===== src/rtl/sram_port_arbiter_pkg.sv =====
// Shared constants and FSM encoding for the SRAM port arbiter.
// Requester indices: SPI loader, CPU, ADC capture.
package sram_port_arbiter_pkg;

    localparam int unsigned DEF_MEMORY_DATA_WIDTH = 8;
    localparam int unsigned DEF_MEMORY_ADDR_WIDTH = 9;
    localparam int unsigned DEF_N_REQ             = 3;
    localparam int unsigned DEF_LOCK_MAX          = 16;

    localparam int unsigned REQ_SPI = 0;
    localparam int unsigned REQ_CPU = 1;
    localparam int unsigned REQ_ADC = 2;

    typedef enum logic [1:0] {
        ST_IDLE   = 2'd0,
        ST_OWN    = 2'd1,
        ST_LOCKED = 2'd2
    } arb_state_e;

endpackage


===== src/rtl/sram_port_arbiter_if.sv =====
// Requester-side and SRAM-side bundle of the arbiter; the arbiter uses the
// slave modport, the requesters plus SRAM macro use the master modport.
interface sram_port_arbiter_if
    import sram_port_arbiter_pkg::*;
#(
    parameter int unsigned MEMORY_DATA_WIDTH = DEF_MEMORY_DATA_WIDTH,
    parameter int unsigned MEMORY_ADDR_WIDTH = DEF_MEMORY_ADDR_WIDTH,
    parameter int unsigned N_REQ             = DEF_N_REQ
) ();

    logic                                   EN;
    logic [N_REQ-1:0]                       REQ;
    logic [N_REQ-1:0]                       LOCK;
    logic [N_REQ-1:0]                       WEN_I;
    logic [N_REQ*MEMORY_ADDR_WIDTH-1:0]     A_I;
    logic [N_REQ*MEMORY_DATA_WIDTH-1:0]     D_I;
    logic [N_REQ-1:0]                       GNT;
    logic [N_REQ-1:0]                       RVLD;
    logic [MEMORY_DATA_WIDTH-1:0]           RDATA;
    logic                                   CEN_O;
    logic                                   WEN_O;
    logic [MEMORY_ADDR_WIDTH-1:0]           A_O;
    logic [MEMORY_DATA_WIDTH-1:0]           D_O;
    logic [MEMORY_DATA_WIDTH-1:0]           Q_I;
    logic                                   BUSY;

    modport slave (
        input  EN, REQ, LOCK, WEN_I, A_I, D_I, Q_I,
        output GNT, RVLD, RDATA, CEN_O, WEN_O, A_O, D_O, BUSY
    );

    modport master (
        output EN, REQ, LOCK, WEN_I, A_I, D_I, Q_I,
        input  GNT, RVLD, RDATA, CEN_O, WEN_O, A_O, D_O, BUSY
    );

endinterface


===== src/rtl/sram_port_arbiter_rr_prio_picker.sv =====
// Rotating-priority picker: first requester at or after 'start' (wrapping)
// that is both requesting and unmasked wins.
module rr_prio_picker #(
    parameter int unsigned N  = 3,
    parameter int unsigned IW = (N > 1) ? $clog2(N) : 1
) (
    input  logic [N-1:0]  req,
    input  logic [IW-1:0] start,
    input  logic [N-1:0]  mask,
    output logic [N-1:0]  gnt,
    output logic          valid
);

    logic [N-1:0] eligible;
    int unsigned  pos;

    always_comb begin
        eligible = req & mask;
        gnt      = '0;
        valid    = 1'b0;
        pos      = 0;
        for (int unsigned k = 0; k < N; k++) begin
            pos = 32'(start) + k;
            if (pos >= N) pos = pos - N;
            if (!valid && eligible[pos[IW-1:0]]) begin
                gnt[pos[IW-1:0]] = 1'b1;
                valid            = 1'b1;
            end
        end
    end

endmodule


===== src/rtl/sram_port_arbiter.sv =====
// Single-port SRAM arbiter: combinational rotating grant, registered SRAM
// drive one cycle later, read data returned two cycles after the grant.
module sram_port_arbiter
    import sram_port_arbiter_pkg::*;
#(
    parameter int unsigned MEMORY_DATA_WIDTH = DEF_MEMORY_DATA_WIDTH,
    parameter int unsigned MEMORY_ADDR_WIDTH = DEF_MEMORY_ADDR_WIDTH,
    parameter int unsigned N_REQ             = DEF_N_REQ,
    parameter int unsigned LOCK_MAX          = DEF_LOCK_MAX
) (
    input logic                CLK,
    input logic                RST,
    sram_port_arbiter_if.slave bus
);

    localparam int unsigned IW = (N_REQ > 1) ? $clog2(N_REQ) : 1;
    localparam int unsigned CW = $clog2(LOCK_MAX + 1);

    arb_state_e                   state;
    logic [IW-1:0]                last_ptr, owner, start, gnt_idx;
    logic [CW-1:0]                lock_cnt, cnt_next;
    logic [N_REQ-1:0]             excl, mask, gnt, rvld;
    logic                         gnt_vld, hold_lock;
    logic [MEMORY_ADDR_WIDTH-1:0] a_sel, a_q;
    logic [MEMORY_DATA_WIDTH-1:0] d_sel, d_q, rdata_q;
    logic                         cen_q, wen_q;
    logic [1:0]                   rd_vld;
    logic [IW-1:0]                rd_idx [2];

    // A held lock narrows eligibility to the owner; otherwise only the
    // owner that just hit LOCK_MAX is sat out for one arbitration.
    always_comb begin
        start     = (last_ptr == IW'(N_REQ - 1)) ? '0 : last_ptr + 1'b1;
        hold_lock = (state == ST_LOCKED) && bus.REQ[owner] && bus.LOCK[owner];
        mask      = '0;
        if (bus.EN) mask = hold_lock ? (N_REQ'(1) << owner) : ~excl;
    end

    rr_prio_picker #(.N(N_REQ)) u_picker (
        .req   (bus.REQ),
        .start (start),
        .mask  (mask),
        .gnt   (gnt),
        .valid (gnt_vld)
    );

    always_comb begin
        gnt_idx = '0;
        a_sel   = '0;
        d_sel   = '0;
        for (int unsigned i = 0; i < N_REQ; i++) begin
            if (gnt[i]) begin
                gnt_idx = IW'(i);
                a_sel   = bus.A_I[i*MEMORY_ADDR_WIDTH +: MEMORY_ADDR_WIDTH];
                d_sel   = bus.D_I[i*MEMORY_DATA_WIDTH +: MEMORY_DATA_WIDTH];
            end
        end
        cnt_next = (state == ST_LOCKED && gnt_idx == owner) ? lock_cnt + 1'b1 : CW'(1);
    end

    always_ff @(posedge CLK or posedge RST) begin
        if (RST) begin
            state     <= ST_IDLE;
            lock_cnt  <= '0;
            owner     <= '0;
            excl      <= '0;
            last_ptr  <= IW'(N_REQ - 1);
            cen_q     <= 1'b1;
            wen_q     <= 1'b1;
            a_q       <= '0;
            d_q       <= '0;
            rd_vld    <= '0;
            rd_idx[0] <= '0;
            rd_idx[1] <= '0;
            rdata_q   <= '0;
        end else begin
            excl <= '0;
            if (!gnt_vld) begin
                state    <= ST_IDLE;
                lock_cnt <= '0;
                cen_q    <= 1'b1;
                wen_q    <= 1'b1;
            end else begin
                last_ptr <= gnt_idx;
                owner    <= gnt_idx;
                cen_q    <= 1'b0;
                wen_q    <= bus.WEN_I[gnt_idx];
                a_q      <= a_sel;
                d_q      <= d_sel;
                if (bus.LOCK[gnt_idx] && cnt_next != CW'(LOCK_MAX)) begin
                    state    <= ST_LOCKED;
                    lock_cnt <= cnt_next;
                end else begin
                    state    <= ST_OWN;
                    lock_cnt <= '0;
                    if (bus.LOCK[gnt_idx]) excl <= gnt;
                end
            end
            rd_vld    <= {rd_vld[0], gnt_vld & bus.WEN_I[gnt_idx]};
            rd_idx[0] <= gnt_idx;
            rd_idx[1] <= rd_idx[0];
            if (rd_vld[1]) rdata_q <= bus.Q_I;
        end
    end

    always_comb begin
        rvld = '0;
        if (rd_vld[1]) rvld[rd_idx[1]] = 1'b1;
    end

    assign bus.GNT   = gnt;
    assign bus.RVLD  = rvld;
    assign bus.RDATA = rd_vld[1] ? bus.Q_I : rdata_q;
    assign bus.CEN_O = cen_q;
    assign bus.WEN_O = wen_q;
    assign bus.A_O   = a_q;
    assign bus.D_O   = d_q;
    assign bus.BUSY  = ~cen_q | (|rd_vld);

endmodule


===== src/flat_wrapper.sv =====
// flat-port wrapper written by rule: the top's interface ports become plain ports
module sram_port_arbiter_flat import sram_port_arbiter_pkg::*;
#(
    parameter int unsigned MEMORY_DATA_WIDTH = DEF_MEMORY_DATA_WIDTH,
    parameter int unsigned MEMORY_ADDR_WIDTH = DEF_MEMORY_ADDR_WIDTH,
    parameter int unsigned N_REQ             = DEF_N_REQ,
    parameter int unsigned LOCK_MAX          = DEF_LOCK_MAX
)
  (CLK, RST, bus_EN, bus_REQ, bus_LOCK, bus_WEN_I, bus_A_I, bus_D_I, bus_Q_I, bus_GNT, bus_RVLD, bus_RDATA, bus_CEN_O, bus_WEN_O, bus_A_O, bus_D_O, bus_BUSY);
  sram_port_arbiter_if #(.MEMORY_DATA_WIDTH(MEMORY_DATA_WIDTH), .MEMORY_ADDR_WIDTH(MEMORY_ADDR_WIDTH), .N_REQ(N_REQ)) bus_i ();
  input logic CLK;
  input logic RST;
  input wire logic [$bits(bus_i.EN)-1:0] bus_EN;
  input wire logic [$bits(bus_i.REQ)-1:0] bus_REQ;
  input wire logic [$bits(bus_i.LOCK)-1:0] bus_LOCK;
  input wire logic [$bits(bus_i.WEN_I)-1:0] bus_WEN_I;
  input wire logic [$bits(bus_i.A_I)-1:0] bus_A_I;
  input wire logic [$bits(bus_i.D_I)-1:0] bus_D_I;
  input wire logic [$bits(bus_i.Q_I)-1:0] bus_Q_I;
  output wire logic [$bits(bus_i.GNT)-1:0] bus_GNT;
  output wire logic [$bits(bus_i.RVLD)-1:0] bus_RVLD;
  output wire logic [$bits(bus_i.RDATA)-1:0] bus_RDATA;
  output wire logic [$bits(bus_i.CEN_O)-1:0] bus_CEN_O;
  output wire logic [$bits(bus_i.WEN_O)-1:0] bus_WEN_O;
  output wire logic [$bits(bus_i.A_O)-1:0] bus_A_O;
  output wire logic [$bits(bus_i.D_O)-1:0] bus_D_O;
  output wire logic [$bits(bus_i.BUSY)-1:0] bus_BUSY;
  assign bus_i.EN = bus_EN;
  assign bus_i.REQ = bus_REQ;
  assign bus_i.LOCK = bus_LOCK;
  assign bus_i.WEN_I = bus_WEN_I;
  assign bus_i.A_I = bus_A_I;
  assign bus_i.D_I = bus_D_I;
  assign bus_i.Q_I = bus_Q_I;
  assign bus_GNT = bus_i.GNT;
  assign bus_RVLD = bus_i.RVLD;
  assign bus_RDATA = bus_i.RDATA;
  assign bus_CEN_O = bus_i.CEN_O;
  assign bus_WEN_O = bus_i.WEN_O;
  assign bus_A_O = bus_i.A_O;
  assign bus_D_O = bus_i.D_O;
  assign bus_BUSY = bus_i.BUSY;
  sram_port_arbiter #(.MEMORY_DATA_WIDTH(MEMORY_DATA_WIDTH), .MEMORY_ADDR_WIDTH(MEMORY_ADDR_WIDTH), .N_REQ(N_REQ), .LOCK_MAX(LOCK_MAX)) u_core (.CLK(CLK), .RST(RST), .bus(bus_i));
endmodule

===== config.mk =====
export PLATFORM = sky130hd
export DESIGN_NAME = sram_port_arbiter_flat
export DESIGN_NICKNAME = d
export VERILOG_FILES = /design/src/rtl/sram_port_arbiter_pkg.sv /design/src/rtl/sram_port_arbiter_if.sv /design/src/rtl/sram_port_arbiter_rr_prio_picker.sv /design/src/rtl/sram_port_arbiter.sv /design/src/flat_wrapper.sv
export SDC_FILE = /design/constraint.sdc
export NUM_CORES = 1
export LEC_CHECK = 0
export CORE_AREA = 3 3 81 83
export CTS_CLUSTER_SIZE = 28
export DETAILED_ROUTE_END_ITERATION = 6
export DIE_AREA = 0 0 84 86
export PLACE_DENSITY = 0.8
export SYNTH_ARGS = -nofsm -noshare
export SYNTH_HDL_FRONTEND = slang
export SYNTH_HIERARCHICAL = 1
export SYNTH_SLANG_ARGS = --single-unit

===== constraint.sdc =====
create_clock -name CLK -period 4.4 [get_ports CLK]
set_input_delay 0.44 -clock CLK [delete_from_list [all_inputs] [get_ports CLK]]
set_output_delay 0.44 -clock CLK [all_outputs]
set_load 0.02 [all_outputs]

## Word level (Yosys, flattened, before mapping)

Cells that the tools add are included.

| operators by class | value |
|---|---|
| add/sub/neg operators | 7 |
| magnitude comparators | 13 |
| eq/ne operators | 4 |
| shifts and indexed selects | 1 |
| multiplexer cells | 54 |
| bitwise logic cells | 7 |
| reduce and logical (&&, ||, !) cells | 13 |

Operators by type and width:

| kind | number |
|---|---|
| 8-bit 2-to-1 mux | 4 |
| 3-bit 2-to-1 mux | 9 |
| 9-bit 2-to-1 mux | 3 |
| 2-bit by 3-bit < comparator with 1-bit output (second input constant) | 6 |
| 1-bit 2-to-1 mux | 17 |
| 5-bit 2-to-1 mux | 3 |
| 1-bit binary-select mux with 2-bit select | 7 |
| 2-bit 2-to-1 mux | 7 |
| 1-bit logical AND | 10 |
| 1-bit demux with 2-bit select | 4 |
| 2-bit by 1-bit greater-or-equal comparator with 1-bit output (second input constant) | 4 |
| 3-bit by 2-bit greater-or-equal comparator with 1-bit output (second input constant) | 2 |
| 3-bit bitwise OR | 2 |
| 2-bit subtractor (second input constant) | 3 |
| 5-bit by 1-bit adder with 5-bit output (second input constant) | 1 |
| 5-bit != test (second input constant) | 1 |
| 2-bit equality test (second input constant) | 2 |
| 2-bit by 1-bit adder with 3-bit output (second input constant) | 1 |
| 2-bit by 2-bit adder with 3-bit output (second input constant) | 1 |
| 3-bit AND | 1 |
| 3-bit inverter | 1 |
| 1-bit by 2-bit << shifter with 3-bit output (first input constant) | 1 |
| 2-bit by 1-bit adder with 2-bit output (second input constant) | 1 |
| 2-bit equality test | 1 |
| 6 further kinds | 7 |

| word-level totals | value |
|---|---|
| flip-flop bits (word level) | 47 |
| input port bits | 71 |

## Depth between registers and ports, before layout

Gate-level depths: netlist of run 1.

| depth | value |
|---|---|
| depth in word-level cells | 25 |
| mapped depth | 15 |
| mapped depth without buffers | 12 |

## Cells and area by module

Netlist of run 1, hierarchy kept.

Modules (own cells, without submodules):

| module | instances | cells each | area each (um^2) | seq. area each (um^2) |
|---|---|---|---|---|
| sram_port_arbiter | 1 | 211 | 2,269.7 | 1,154.9 |
| rr_prio_picker | 1 | 32 | 252.7 | 0.0 |

## Worst setup path before layout of run 1

No wires, ideal clock.

| path | value |
|---|---|
| path kind | reg-to-reg |
| from | register u_core.last_ptr[0] |
| to | register u_core.excl[0] |
| library setup time | 0.120 ns |
| arrival | 3.556 ns |
| data required time | 4.280 ns |
| path slack | 0.724 ns |
| cell stages (with the launch flop) | 13 |
| buffers on the path | 1 |
| clock period less this slack | 3.676 ns |
| cells stage by stage | dfrtp_1 buf_2 nor2b_1 nor4b_1 and2_1 o32ai_1 nand4b_1 o311ai_1 o31ai_1 mux2_2 o211ai_1 and2b_1 and3_1 |

| between the ends | value |
|---|---|
| longest elaborated chain between the ends | 22 |
| elaborated cells between the ends (all ways) | 59 |
| classes of those cells | 6 x add/sub; 9 x order compare; 3 x eq/ne; 30 x mux; 2 x bitwise; 9 x reduce/logical |

Ends and longest elaborated chain:

| item | line | RTL |
|---|---|---|
| start: declaration | sram_port_arbiter.sv:20 | `logic [IW-1:0] last_ptr, owner, start, gnt_idx;` |
| start signal: assignment | sram_port_arbiter.sv:67 | `last_ptr <= IW'(N_REQ - 1);` |
| start signal: assignment | sram_port_arbiter.sv:84 | `last_ptr <= gnt_idx;` |
| 2-bit by 1-bit adder with 2-bit output or 2-bit equality test (tied branches) | sram_port_arbiter.sv:33 | `start = (last_ptr == IW'(N_REQ - 1)) ? '0 : last_ptr + 1'b1;` |
| 2-bit 2-to-1 mux (*) | sram_port_arbiter.sv:33 |  |
| 2-bit by 1-bit adder with 3-bit output (tied with other cells) | sram_port_arbiter_rr_prio_picker.sv:23 | `pos = 32'(start) + k;` |
| 3-bit by 2-bit greater-or-equal comparator with 1-bit output (tied with other cells) | sram_port_arbiter_rr_prio_picker.sv:24 | `if (pos >= N) pos = pos - N;` |
| 2-bit 2-to-1 mux (tied with other cells) | sram_port_arbiter_rr_prio_picker.sv:24 |  |
| 2-bit by 3-bit < comparator with 1-bit output (not written as such) (tied with other cells) | sram_port_arbiter_rr_prio_picker.sv:26 | `gnt[pos[IW-1:0]] = 1'b1;` |
| 1-bit logical AND (not written as such) (tied with other cells) | sram_port_arbiter_rr_prio_picker.sv:26 |  |
| 1-bit 2-to-1 mux (not written as such) (tied with other cells) | sram_port_arbiter_rr_prio_picker.sv:26 |  |
| [... 5 more ...] | -- |  |
| named net bus_GNT[1] | flat_wrapper.sv:20 | `output wire logic [$bits(bus_i.GNT)-1:0] bus_GNT;` |
| [... 1 more ...] | -- |  |
| 2-bit 2-to-1 mux (*) | sram_port_arbiter.sv:52 | `if (gnt[i]) begin` |
| 2-bit equality test | sram_port_arbiter.sv:58 | `cnt_next = (state == ST_LOCKED && gnt_idx == owner) ? lock_cnt + 1'b1 : CW'(1);` |
| 1-bit logical AND | sram_port_arbiter.sv:58 |  |
| 5-bit 2-to-1 mux | sram_port_arbiter.sv:58 |  |
| 5-bit != test | sram_port_arbiter.sv:90 | `if (bus.LOCK[gnt_idx] && cnt_next != CW'(LOCK_MAX)) begin` |
| 1-bit logical AND | sram_port_arbiter.sv:90 |  |
| 3-bit 2-to-1 mux (*) | sram_port_arbiter.sv:90 |  |
| 3-bit 2-to-1 mux (*) | sram_port_arbiter.sv:78 | `if (!gnt_vld) begin` |
| end signal: assignment | sram_port_arbiter.sv:96 | `if (bus.LOCK[gnt_idx]) excl <= gnt;` |
| end: declaration | sram_port_arbiter.sv:22 | `logic [N_REQ-1:0] excl, mask, gnt, rvld;` |

Mark *: on every way through the listed nets, which the timed path passes. The rest lies on a longest branch. The select of a mux whose other input is x is not followed.
A chain may end at the register's enable or synchronous reset.

## Worst setup path after layout of run 1

| path | value |
|---|---|
| from | register u_core.last_ptr[0] |
| to | output bus_GNT[0] |

| between the ends | value |
|---|---|
| longest elaborated chain between the ends | 13 |
| elaborated cells between the ends (all ways) | 46 |
| classes of those cells | 6 x add/sub; 9 x order compare; 1 x eq/ne; 21 x mux; 2 x bitwise; 7 x reduce/logical |

Ends and longest elaborated chain:

| item | line | RTL |
|---|---|---|
| 2-bit by 1-bit adder with 2-bit output or 2-bit equality test (tied branches) | sram_port_arbiter.sv:33 |  |
| 2-bit 2-to-1 mux (*) | sram_port_arbiter.sv:33 |  |
| 2-bit by 1-bit adder with 3-bit output (tied with other cells) | sram_port_arbiter_rr_prio_picker.sv:23 |  |
| 3-bit by 2-bit greater-or-equal comparator with 1-bit output (tied with other cells) | sram_port_arbiter_rr_prio_picker.sv:24 |  |
| 2-bit 2-to-1 mux (tied with other cells) | sram_port_arbiter_rr_prio_picker.sv:24 |  |
| 2-bit by 3-bit < comparator with 1-bit output (not written as such) (tied with other cells) | sram_port_arbiter_rr_prio_picker.sv:26 |  |
| 1-bit logical AND (not written as such) (tied with other cells) | sram_port_arbiter_rr_prio_picker.sv:26 |  |
| 1-bit 2-to-1 mux (not written as such) (tied with other cells) | sram_port_arbiter_rr_prio_picker.sv:26 |  |
| 1-bit demux with 2-bit select (tied with other cells) | sram_port_arbiter_rr_prio_picker.sv:26 |  |
| 3-bit bitwise OR (no line) or 1-bit 2-to-1 mux (tied branches) | -- |  |
| 3-bit 2-to-1 mux or 1-bit logical NOT (tied branches) | sram_port_arbiter_rr_prio_picker.sv:25 | `if (!valid && eligible[pos[IW-1:0]]) begin` |
| 3-bit bitwise OR (no line) or 1-bit logical AND (tied branches) | -- |  |
| 3-bit 2-to-1 mux (*) | sram_port_arbiter_rr_prio_picker.sv:25 |  |
| end: declaration | flat_wrapper.sv:20 |  |

Mark *: on every way between the ends. The rest lies on a longest branch, timed or not. The select of a mux whose other input is x is not followed.

==> flow_metrics.env, run 1 <==
export IMPL_numCtsBuffers=5
export IMPL_synth_edf_count=0
export IMPL_fin_skew_ns=0.005016
export IMPL_cts_max_level=2
export IMPL_final_layout_size_suffix_gt1_share_pct=15.27
export IMPL_fin_setup_tns_ns=0
export IMPL_max_stage_delay_ns=0.62
export IMPL_drt_iter0_drc=167
export IMPL_post_cts_resized=0
export IMPL_post_cts_buffers=0
export IMPL_coreArea_sq_mm=0.005921
export IMPL_multi_input_area_sq_mm=0.001291
export IMPL_wl_per_cell_microns=15.63
export IMPL_internal_power_w=0.001496
export IMPL_io_pins=105
export IMPL_crit_buf_inv=1
export IMPL_cts_clk_slew_worst_paths_ns=0.09
export IMPL_synth_area_sq_mm=0.002522
export IMPL_synth_top_family_by_area="simple AND/OR/NAND/NOR gates"
export IMPL_io_buffers=104
export IMPL_grtUsageTotal_pct=18.80
export IMPL_path_depth=9
export IMPL_fin_nets=422
export IMPL_hold_viol=0
export IMPL_start_kind="flip-flop"
export IMPL_p_leak_nw=1.543
export IMPL_via_count=2258
export IMPL_r2r_cells=13
export IMPL_rows=28
export IMPL_outcome="finished clean"
export IMPL_place_hpwl_microns=5056
export IMPL_worstSetupEndpointType="primary output"
export IMPL_grt_pass1_vias=2307
export IMPL_worstHoldPathType="flip-flop to flip-flop"
export IMPL_drtPass1Iterations=4
export IMPL_preCtsSetupSlack_ns=0.5528
export IMPL_seq_area_frac_synth_pct=45.78
export IMPL_seqPwrFrac_pct=26.1
export IMPL_maxCapViolCount=0
export IMPL_die_y_microns=86
export IMPL_whs_ns=0.3640
export IMPL_power_density_mw_per_mm2=692.4
export IMPL_seqCellArea_sq_mm=0.001155
export IMPL_yosysTopAreaCell="dfrtp_1"
export IMPL_synth_seq_cells=46
export IMPL_layout_common_cells="clkdlybuf4s50_1 (104), dfrtp_1 (43), mux2_2 (28), nand2_1 (27), o21ai_0 (20)"
export IMPL_cts_tree="built"
export IMPL_worst_pin_slew_ns=0.9123
export IMPL_antennaDiodeCount=0
export IMPL_synthMuxAreaShare_pct=13.74
export IMPL_area_growth_syn_to_layout_pct=48.66
export IMPL_critPathKind="flip-flop to primary output"
export IMPL_drtAntennaViolNets=0
export IMPL_synth_area_leaders="dfrtp_1 (43%), mux2_2 (13%), a22oi_1 (5.1%)"
export IMPL_clk_latency_ns=0.31
export IMPL_synth_fa_ha_area_share_pct=2.480
export IMPL_crit_path_cell_trace="nor3_1 -> nor4b_1 -> nand2_1 -> o32ai_1 -> nand3b_1 -> o211ai_2 -> mux2_1 -> mux2_2 -> clkdlybuf4s50_1"
export IMPL_cp_slowest_cell="dfrtp_1"
export IMPL_slew_violations=0
export IMPL_async_reset_ff_share_pct=100.0
export IMPL_synth_xor_area_share_pct=2.083
export IMPL_p_switching_w=0.001101
export IMPL_worst_ir_drop_vdd_mv=0.3524
export IMPL_nFillCells=489
export IMPL_die_w_microns=84
export IMPL_finalWorstSetupSlack_ns=0.4691
export IMPL_yosys_area_share_simple_pct=17.11
export IMPL_synth_top_area_share_pct=42.66
export IMPL_ys_warn_count=6
export IMPL_holdPathStages=0
export IMPL_cp_data_arrival_time_ns=3.49
export IMPL_overflow=0
export IMPL_antenna_found_initial=0
export IMPL_vias_per_cell=5.351
export IMPL_synth_compound_area_share_pct=15.08
export IMPL_crit_fanout=11
export IMPL_fin_crit_sh_pct=89.34
export IMPL_cp_data_required_time_ns=3.96
export IMPL_final_common_cell="clkdlybuf4s50_1"
export IMPL_cts_path_max_buffers=2
export IMPL_max_freq_mhz=254.4
export IMPL_initial_core_util_pct=42.60
export IMPL_cts_sinks=46
export IMPL_avgSynthCellArea_sq_um=10.38
export IMPL_place_gp_congestion=0.9357
export IMPL_fin_crit_ns=3.931
export IMPL_root_buffer="clkbuf_8"
export IMPL_grt_pass1_wl_microns=10830
export IMPL_synth_ff_type="dfrtp_1"
export IMPL_rsz0062_at_grt="no"
export IMPL_clockPowerShare_pct=10.5
export IMPL_setup_violations=0
export IMPL_slew_headroom_pct=39.09
export IMPL_swShare_pct=42.40
export IMPL_drc=0
export IMPL_synth_cell_types=43
export IMPL_p_comb_share_pct=63.4
export IMPL_grt_start_max_net_pins=47
export IMPL_drt_total_wl_microns=6597
export IMPL_hold_buffers=0
export IMPL_syn_inst=243
export IMPL_die_area_sq_mm=0.007224
export IMPL_cpLargestDelayFamily="simple AND/OR/NAND/NOR gates"
export IMPL_syn_num_nets=319
## final timing paths
kind                                     from                 to  slack [ns]
setup / recovery           u_core/last_ptr[0]         bus_GNT[0]        0.47
hold / removal               u_core/rd_idx[2]   u_core/rd_idx[0]        0.36
setup reg to reg           u_core/last_ptr[0]  u_core/bus.D_O[3]        0.76
hold reg to reg              u_core/rd_idx[2]   u_core/rd_idx[0]        0.36
max in group asynchronous                 RST  u_core/bus.A_O[0]        3.18
min in group asynchronous                 RST  u_core/rdata_q[7]        0.64
## metal layers
layer | routed length, microns | global-route usage, %
met5 | 0 | 0
met4 | 109 | 5.848
met3 | 617 | 7.781
met2 | 3372 | 33.77
met1 | 2497 | 20.22
## layout make-up
cell class / instances / share of cell area [%]
Clock inverter: 3 / 0.6673
Clock buffer: 5 / 1.835
Sequential cell: 46 / 30.80
Inverter: 8 / 0.8008
Tap cell: 75 / 2.503
Multi-Input combinational cell: 175 / 34.43
Timing Repair Buffer: 110 / 28.96
## registers in the layout, summed over array words and instances, names as in the netlist
register and flops:
u_core/bus.A_O 9, u_core/bus.D_O 8, u_core/rdata_q 8, u_core/lock_cnt 5
u_core/rd_idx 4, u_core/excl 3, u_core/last_ptr 2, u_core/rd_vld 2
u_core/state 2, u_core/bus.CEN_O 1, u_core/bus.WEN_O 1, u_core/owner 1
## power by group through the flow
stage | Combinational, W | Clock (W) | Sequential, W
final | 0.00165 | 0.000273 | 0.000678
after global routing | 0.00178 | 0.000298 | 0.000702
after CTS | 0.00165 | 0.000279 | 0.000680
after detailed placement | 0.00165 | 0 | 0.000688
after global placement | 0.00160 | 0 | 0.000682
after floorplan | 0.00106 | 0 | 0.000718
## per-stage QoR
| step | instances | cell area (sq um) | total power (W) | util (%) |
|---|---|---|---|---|
| after detailed placement | 414 | 3656 | 0.002333 | 61.75 |
| after global placement | 414 | 3656 | 0.002285 | 61.75 |
| after CTS | 422 | 3750 | 0.002611 | 63.33 |
| after global routing | 422 | 3750 | 0.002781 | 63.33 |
| after floorplan | 243 | 2522 | 0.001774 | - |
| final | 422 | 3750 | 0.002596 | 63.33 |
## cell usage after synthesis (2+ instances only)
master / n
dfstp_2: 3
nand2_1: 27
o21ai_0: 21
nand3_1: 4
nor2_1: 10
xor2_1: 4
nor2b_1: 6
nor3_1: 2
xnor2_1: 2
a21oi_1: 6
o21a_1: 3
a22oi_1: 17
dfrtp_1: 43
nand4bb_1: 2
ha_1: 5
o32ai_1: 2
and2_1: 2
a31oi_1: 2
nor3b_1: 3
mux2i_1: 2
inv_1: 8
clkbuf_1: 9
nand2b_1: 2
nand4b_1: 9
buf_2: 3
mux2_2: 28
and3_1: 2
## logic make-up after synthesis
family,after synthesis
buf+inv,22
xor+xnor,6
mux,31
simple gates,76
compound gates,57
fa+ha+maj,5
flops,46
## worst reg2reg max path, stage by stage, from the launching register on
cell and delay [ns]:
dfrtp_1 0.62, nor3_1 0.09, nor4b_1 0.51, nand2_1 0.14, o32ai_1 0.25, nand3b_1 0.15
o211ai_2 0.22, mux2_1 0.36, mux2_2 0.29, nor2b_1 0.13, buf_4 0.19, a22oi_1 0.17
o21ai_0 0.11, mux2_2 0.28
Note: power is estimated with default switching activity, not from simulation.
==> run 2, diff against run 1 <==
CORE_AREA = 3 3 79 81   (was 3 3 81 83)
DIE_AREA = 0 0 82 84   (was 0 0 84 86)
PLACE_DENSITY = 0.84   (was 0.8)
clock period = 5 ns   (was 4.4 ns; I/O delays follow)
==> flow_metrics.env, run 2 (synthesis results as in run 1) <==
export IMPL_outcome="finished clean"
export IMPL_drt_iter0_drc=87
export IMPL_cp_slowest_cell="nor2b_1"
export IMPL_holdCritStartpoint="u_core/rd_idx[3]"
export IMPL_fin_setup_tns_ns=0
export IMPL_overflow=0
export IMPL_rows=27
export IMPL_preCtsSetupSlack_ns=0.6559
export IMPL_die_area_sq_mm=0.006888
export IMPL_grt_start_max_net_pins=47
export IMPL_worst_ir_drop_vdd_mv=0.3617
export IMPL_setup_violations=0
export IMPL_worstSetupEndpointType="flip-flop"
export IMPL_holdPathEnd="u_core/rd_idx[1]"
export IMPL_numCtsBuffers=5
export IMPL_slew_violations=0
export IMPL_die_w_microns=82
export IMPL_fin_crit_sh_pct=82.38
export IMPL_coreArea_sq_mm=0.005540
export IMPL_maxCapViolCount=0
export IMPL_die_y_microns=84
export IMPL_crit_path_cell_trace="clkdlybuf4s50_1 -> nor3_1 -> nor4b_1 -> nand2_1 -> o32ai_1 -> nand2_1 -> o311ai_1 -> buf_4 -> mux2_2 -> nor2b_1 -> a22oi_1 -> o21ai_0 -> mux2_2"
export IMPL_root_buffer="clkbuf_8"
export IMPL_max_freq_mhz=242.8
export IMPL_crit_reg2reg_launch="u_core/last_ptr[0]"
export IMPL_area_growth_syn_to_layout_pct=47.87
export IMPL_cpLargestDelayFamily="simple AND/OR/NAND/NOR gates"
export IMPL_clk_latency_ns=0.29
export IMPL_reg2reg_slack_ns=0.94
export IMPL_seqPwrFrac_pct=26.4
export IMPL_layout_common_cells="clkdlybuf4s50_1 (104), dfrtp_1 (43), mux2_2 (28), nand2_1 (27), o21ai_0 (20)"
export IMPL_post_cts_buffers=0
export IMPL_grt_pass1_wl_microns=10130
export IMPL_max_stage_delay_ns=1.00
export IMPL_antenna_found_initial=0
export IMPL_worstHoldPathType="flip-flop to flip-flop"
export IMPL_rsz0062_at_grt="no"
export IMPL_crit_buf_inv=2
export IMPL_place_gp_congestion=0.7696
export IMPL_r2r_end="u_core/bus.D_O[6]"
export IMPL_cp_data_required_time_ns=5.24
export IMPL_crit_fanout=17
export IMPL_start_kind="primary input"
export IMPL_finalWorstSetupSlack_ns=0.8808
export IMPL_io_buffers=104
export IMPL_p_leak_nw=1.529
export IMPL_fin_nets=420
export IMPL_post_cts_resized=0
export IMPL_internal_power_w=0.001303
export IMPL_via_count=2216
export IMPL_final_common_cell="clkdlybuf4s50_1"
export IMPL_drt_total_wl_microns=6288
export IMPL_worst_pin_slew_ns=1.301
export IMPL_cts_clk_slew_worst_paths_ns=0.09
export IMPL_swShare_pct=42.22
export IMPL_vias_per_cell=5.314
export IMPL_drtAntennaViolNets=0
export IMPL_cts_tree="built"
export IMPL_power_density_mw_per_mm2=604.4
export IMPL_r2r_cells=12
export IMPL_grtUsageTotal_pct=18.58
export IMPL_place_hpwl_microns=4749
export IMPL_cts_sinks=46
export IMPL_largest_reg_flops=9
export IMPL_cts_max_level=2
export IMPL_final_layout_size_suffix_gt1_share_pct=14.78
export IMPL_p_switching_w=0.0009519
export IMPL_critPathKind="primary input to flip-flop"
export IMPL_slew_headroom_pct=13.10
export IMPL_wl_per_cell_microns=15.08
export IMPL_initial_core_util_pct=45.53
export IMPL_clockPowerShare_pct=10.1
export IMPL_drc=0
export IMPL_hold_buffers=0
export IMPL_drtPass1Iterations=4
export IMPL_io_pins=105
export IMPL_holdPathStages=0
export IMPL_antennaDiodeCount=0
export IMPL_grt_pass1_vias=2189
export IMPL_fin_crit_ns=4.119
export IMPL_p_comb_share_pct=63.5
export IMPL_cp_data_arrival_time_ns=4.35
export IMPL_fin_skew_ns=0.004969
export IMPL_cts_path_max_buffers=2
export IMPL_hold_viol=0
## run 2: area by class of cell
| cell class | instances | area, sq um |
|---|---|---|
| Clock buffer | 5 | 68.82 |
| Clock inverter | 3 | 23.77 |
| Fill cell | 471 | 1810 |
| Inverter | 8 | 30.03 |
| Multi-Input combinational cell | 175 | 1291 |
| Sequential cell | 46 | 1155 |
| Tap cell | 72 | 90.09 |
| Timing Repair Buffer | 108 | 1071 |
## run 2: how the worst max path moves through the flow
| stage | start | end | slack (ns) | cells past startpoint |
|---|---|---|---|---|
| 2_1_floorplan | u_core/last_ptr[0] | u_core/excl[0] | 1.32 | 12 |
| 3_3_place_gp | bus_LOCK[0] | u_core/bus.A_O[6] | 0.78 | 13 |
| 3_5_place_dp | bus_LOCK[0] | u_core/bus.D_O[3] | 0.66 | 13 |
| 4_1_cts | bus_LOCK[0] | bus_GNT[2] | 0.88 | 11 |
| 5_1_grt | bus_LOCK[0] | u_core/bus.A_O[4] | 0.52 | 13 |
| 6_report | bus_LOCK[0] | u_core/bus.D_O[6] | 0.88 | 13 |
## run 2: power groups by stage
stage | clock, W | sequential, W | combinational (W)
after floorplan | 0 | 0.000632 | 0.000929
after global placement | 0 | 0.000597 | 0.00142
after detailed placement | 0 | 0.000602 | 0.00144
after CTS | 0.000240 | 0.000597 | 0.00144
after global routing | 0.000252 | 0.000612 | 0.00155
final | 0.000229 | 0.000594 | 0.00143
## run 2: worst register-to-register path: cells and delay by family (launching register included)
kind,cells,cell delay [ns]
AND/OR/NAND/NOR,5,1.98
AO/OA/AOI/OAI,4,0.93
flip-flops,1,0.53
multiplexers,2,0.36
buffers and inverters,1,0.19
## run 2: metrics by stage
step	power, W	hold slack, ns	util (%)	std cells	cell area (sq um)
floorplan	0.001561	0.3312	-	243	2522
global placement	0.002014	0.3342	65.65	409	3637
detailed placement	0.002044	0.3509	65.65	409	3637
CTS	0.002280	0.3734	67.32	417	3730
global route	0.002416	0.3758	67.32	417	3730
finish	0.002254	0.3684	67.32	417	3730
## run 2: layer usage
metal,vias up,share of wire (%),GRT usage [%]
met4,0,1.1,4.683
li1,1079,-,-
met2,71,51,32.04
met3,6,7.6,6.263
met1,1060,40,21.68
met5,-,0,0
==> run 3, diff against run 2 <==
CORE_AREA = 3 3 85 87   (was 3 3 79 81)
DIE_AREA = 0 0 88 90   (was 0 0 82 84)
PLACE_DENSITY = 0.76   (was 0.84)
clock period = 3.67 ns   (was 5 ns; I/O delays follow)
==> flow_metrics.env, run 3 (synthesis results as in run 1) <==
export IMPL_outcome="finished clean"
export IMPL_total_power_w=0.003264
export IMPL_final_cell_area_sq_mm=0.003914
export IMPL_clk_latency_ns=0.30
export IMPL_worst_pin_slew_ns=0.9397
export IMPL_cts_clk_slew_worst_paths_ns=0.09
export IMPL_fin_crit_ns=3.520
export IMPL_cts_max_level=2
export IMPL_final_util_pct=60.94
export IMPL_placed_area_sq_mm=0.003764
export IMPL_drt_iter0_drc=129
export IMPL_place_gp_congestion=0.8218
export IMPL_critPathKind="flip-flop to primary output"
export IMPL_max_freq_mhz=284.1
export IMPL_setup_violations=0
export IMPL_largest_reg_flops=9
export IMPL_start_kind="flip-flop"
export IMPL_finalWorstSetupSlack_ns=0.1502
export IMPL_via_count=2258
export IMPL_final_common_cell="clkdlybuf4s50_1"
export IMPL_fin_crit_sh_pct=95.91
export IMPL_grt_pass1_vias=2345
export IMPL_worstSetupEndpointType="primary output"
export IMPL_hold_viol=0
export IMPL_initial_core_util_pct=39.28
export IMPL_vias_per_cell=5.144
export IMPL_wl_per_cell_microns=15.00
export IMPL_nFillCells=544
export IMPL_cts_path_max_buffers=2
export IMPL_root_buffer="clkbuf_8"
export IMPL_die_area_sq_mm=0.007920
export IMPL_fin_nets=437
export IMPL_io_pins=105
export IMPL_power_density_mw_per_mm2=834.0
export IMPL_io_buffers=104
export IMPL_grt_start_max_net_pins=47
export IMPL_slew_headroom_pct=37.26
export IMPL_numCtsBuffers=5
export IMPL_cts_sinks=46
export IMPL_final_layout_size_suffix_gt1_share_pct=20.17
export IMPL_die_w_microns=88
export IMPL_cp_data_arrival_time_ns=3.15
export IMPL_antennaDiodeCount=0
export IMPL_worstHoldPathType="flip-flop to flip-flop"
export IMPL_layout_common_cells="clkdlybuf4s50_1 (101), dfrtp_1 (42), mux2_2 (28), nand2_1 (27), o21ai_0 (20)"
export IMPL_rsz0062_at_grt="no"
export IMPL_area_growth_syn_to_layout_pct=55.16
export IMPL_maxCapViolCount=0
export IMPL_cp_data_required_time_ns=3.30
export IMPL_cts_tree="built"
export IMPL_p_leak_nw=1.639
export IMPL_place_hpwl_microns=5187
export IMPL_crit_fanout=7
export IMPL_grt_pass1_wl_microns=10930
export IMPL_drt_total_wl_microns=6587
export IMPL_coreArea_sq_mm=0.006422
export IMPL_overflow=0
export IMPL_worst_ir_drop_vdd_mv=0.3969
export IMPL_drtPass1Iterations=4
export IMPL_rows=29
export IMPL_slew_violations=0
export IMPL_antenna_found_initial=0
export IMPL_drtAntennaViolNets=0
export IMPL_preCtsSetupSlack_ns=-0.3937
export IMPL_grtUsageTotal_pct=17.21
export IMPL_drc=0
export IMPL_die_y_microns=90
export IMPL_fin_skew_ns=0.004120
==> run 3: cell count changes in the layout (fill, tap and decap cells not counted), sizes merged <==
cell	change
buf	+17
bufinv	+1
clkdlybuf4s50	-3
dlygate4sd2	+3
inv	-1
==> run 3: repair_timing <==
item | CTS | global route
gates cloned | 0 | 0
setup buffers | 0 | 1
hold buffers | 0 | 0
endpoints found under the setup margin | 20 | 16
gates resized for setup | 6 | 4
==> run 3: cell type report <==
type	count	area, sq um	area share (%)
well taps	77	96.34	2.462
clock inverters	3	45.04	1.151
flip-flops and latches	46	1156	29.54
repair buffers	125	1202	30.72
multi-input cells	175	1315	33.60
inverters	8	30.03	0.7673
clock buffers	5	68.82	1.758
==> run 3: power by group <==
group | leakage (nW) | internal, W | switching (W) | total [W]
Clock | 0.0504 | 0.000203 | 0.000175 | 0.000378
Combinational | 0.998 | 0.00103 | 0.00105 | 0.00208
Sequential | 0.590 | 0.000701 | 0.000102 | 0.000803
Total | 1.64 | 0.00193 | 0.00133 | 0.00326
==> run 3: routing by layer <==
layer | GRT usage (%) | wire [microns] | up-vias | share of wire (%)
met1 | 20.18 | 2615 | 1069 | 40
li1 | - | - | 1108 | -
met5 | 0 | 0 | - | 0
met4 | 4.220 | 60 | 0 | 0.91
met3 | 5.759 | 519 | 7 | 7.9
met2 | 29.77 | 3392 | 74 | 51
==> run 3: path summary, 6_finish.rpt <==
path	endpoint	start	depth (start not counted)	slack, ns
setup / recovery	bus_GNT[0]	u_core/owner[1]	12	0.15
setup reg to reg	u_core/excl[1]	u_core/owner[1]	15	0.26
hold reg to reg	u_core/rd_idx[1]	u_core/rd_idx[3]	0	0.35
min in group asynchronous	u_core/rdata_q[7]	RST	2	0.59
max in group asynchronous	u_core/last_ptr[0]	RST	2	2.45
hold / removal	u_core/rd_idx[1]	u_core/rd_idx[3]	0	0.35
==> run 3: through the flow <==
| stage | setup TNS [ns] | std cells | hold WS (ns) |
|---|---|---|---|
| global route | 0 | 439 | 0.3638 |
| floorplan | 0 | 243 | 0.3312 |
| global placement | -3.077 | 430 | 0.3315 |
| detailed placement | -6.851 | 430 | 0.3372 |
| finish | 0 | 439 | 0.3549 |
| CTS | 0 | 438 | 0.3573 |
==> run 3: critical path, cell delays in order, from the launching register on <==
cell	delay (ns)
dfrtp_1	0.47
nor3_1	0.26
nor4b_2	0.08
buf_4	0.14
and2_1	0.15
o32ai_1	0.25
buf_4	0.18
nand4b_1	0.11
o211ai_2	0.11
mux2_1	0.36
mux2_2	0.28
buf_4	0.14
dlygate4sd2_1	0.31
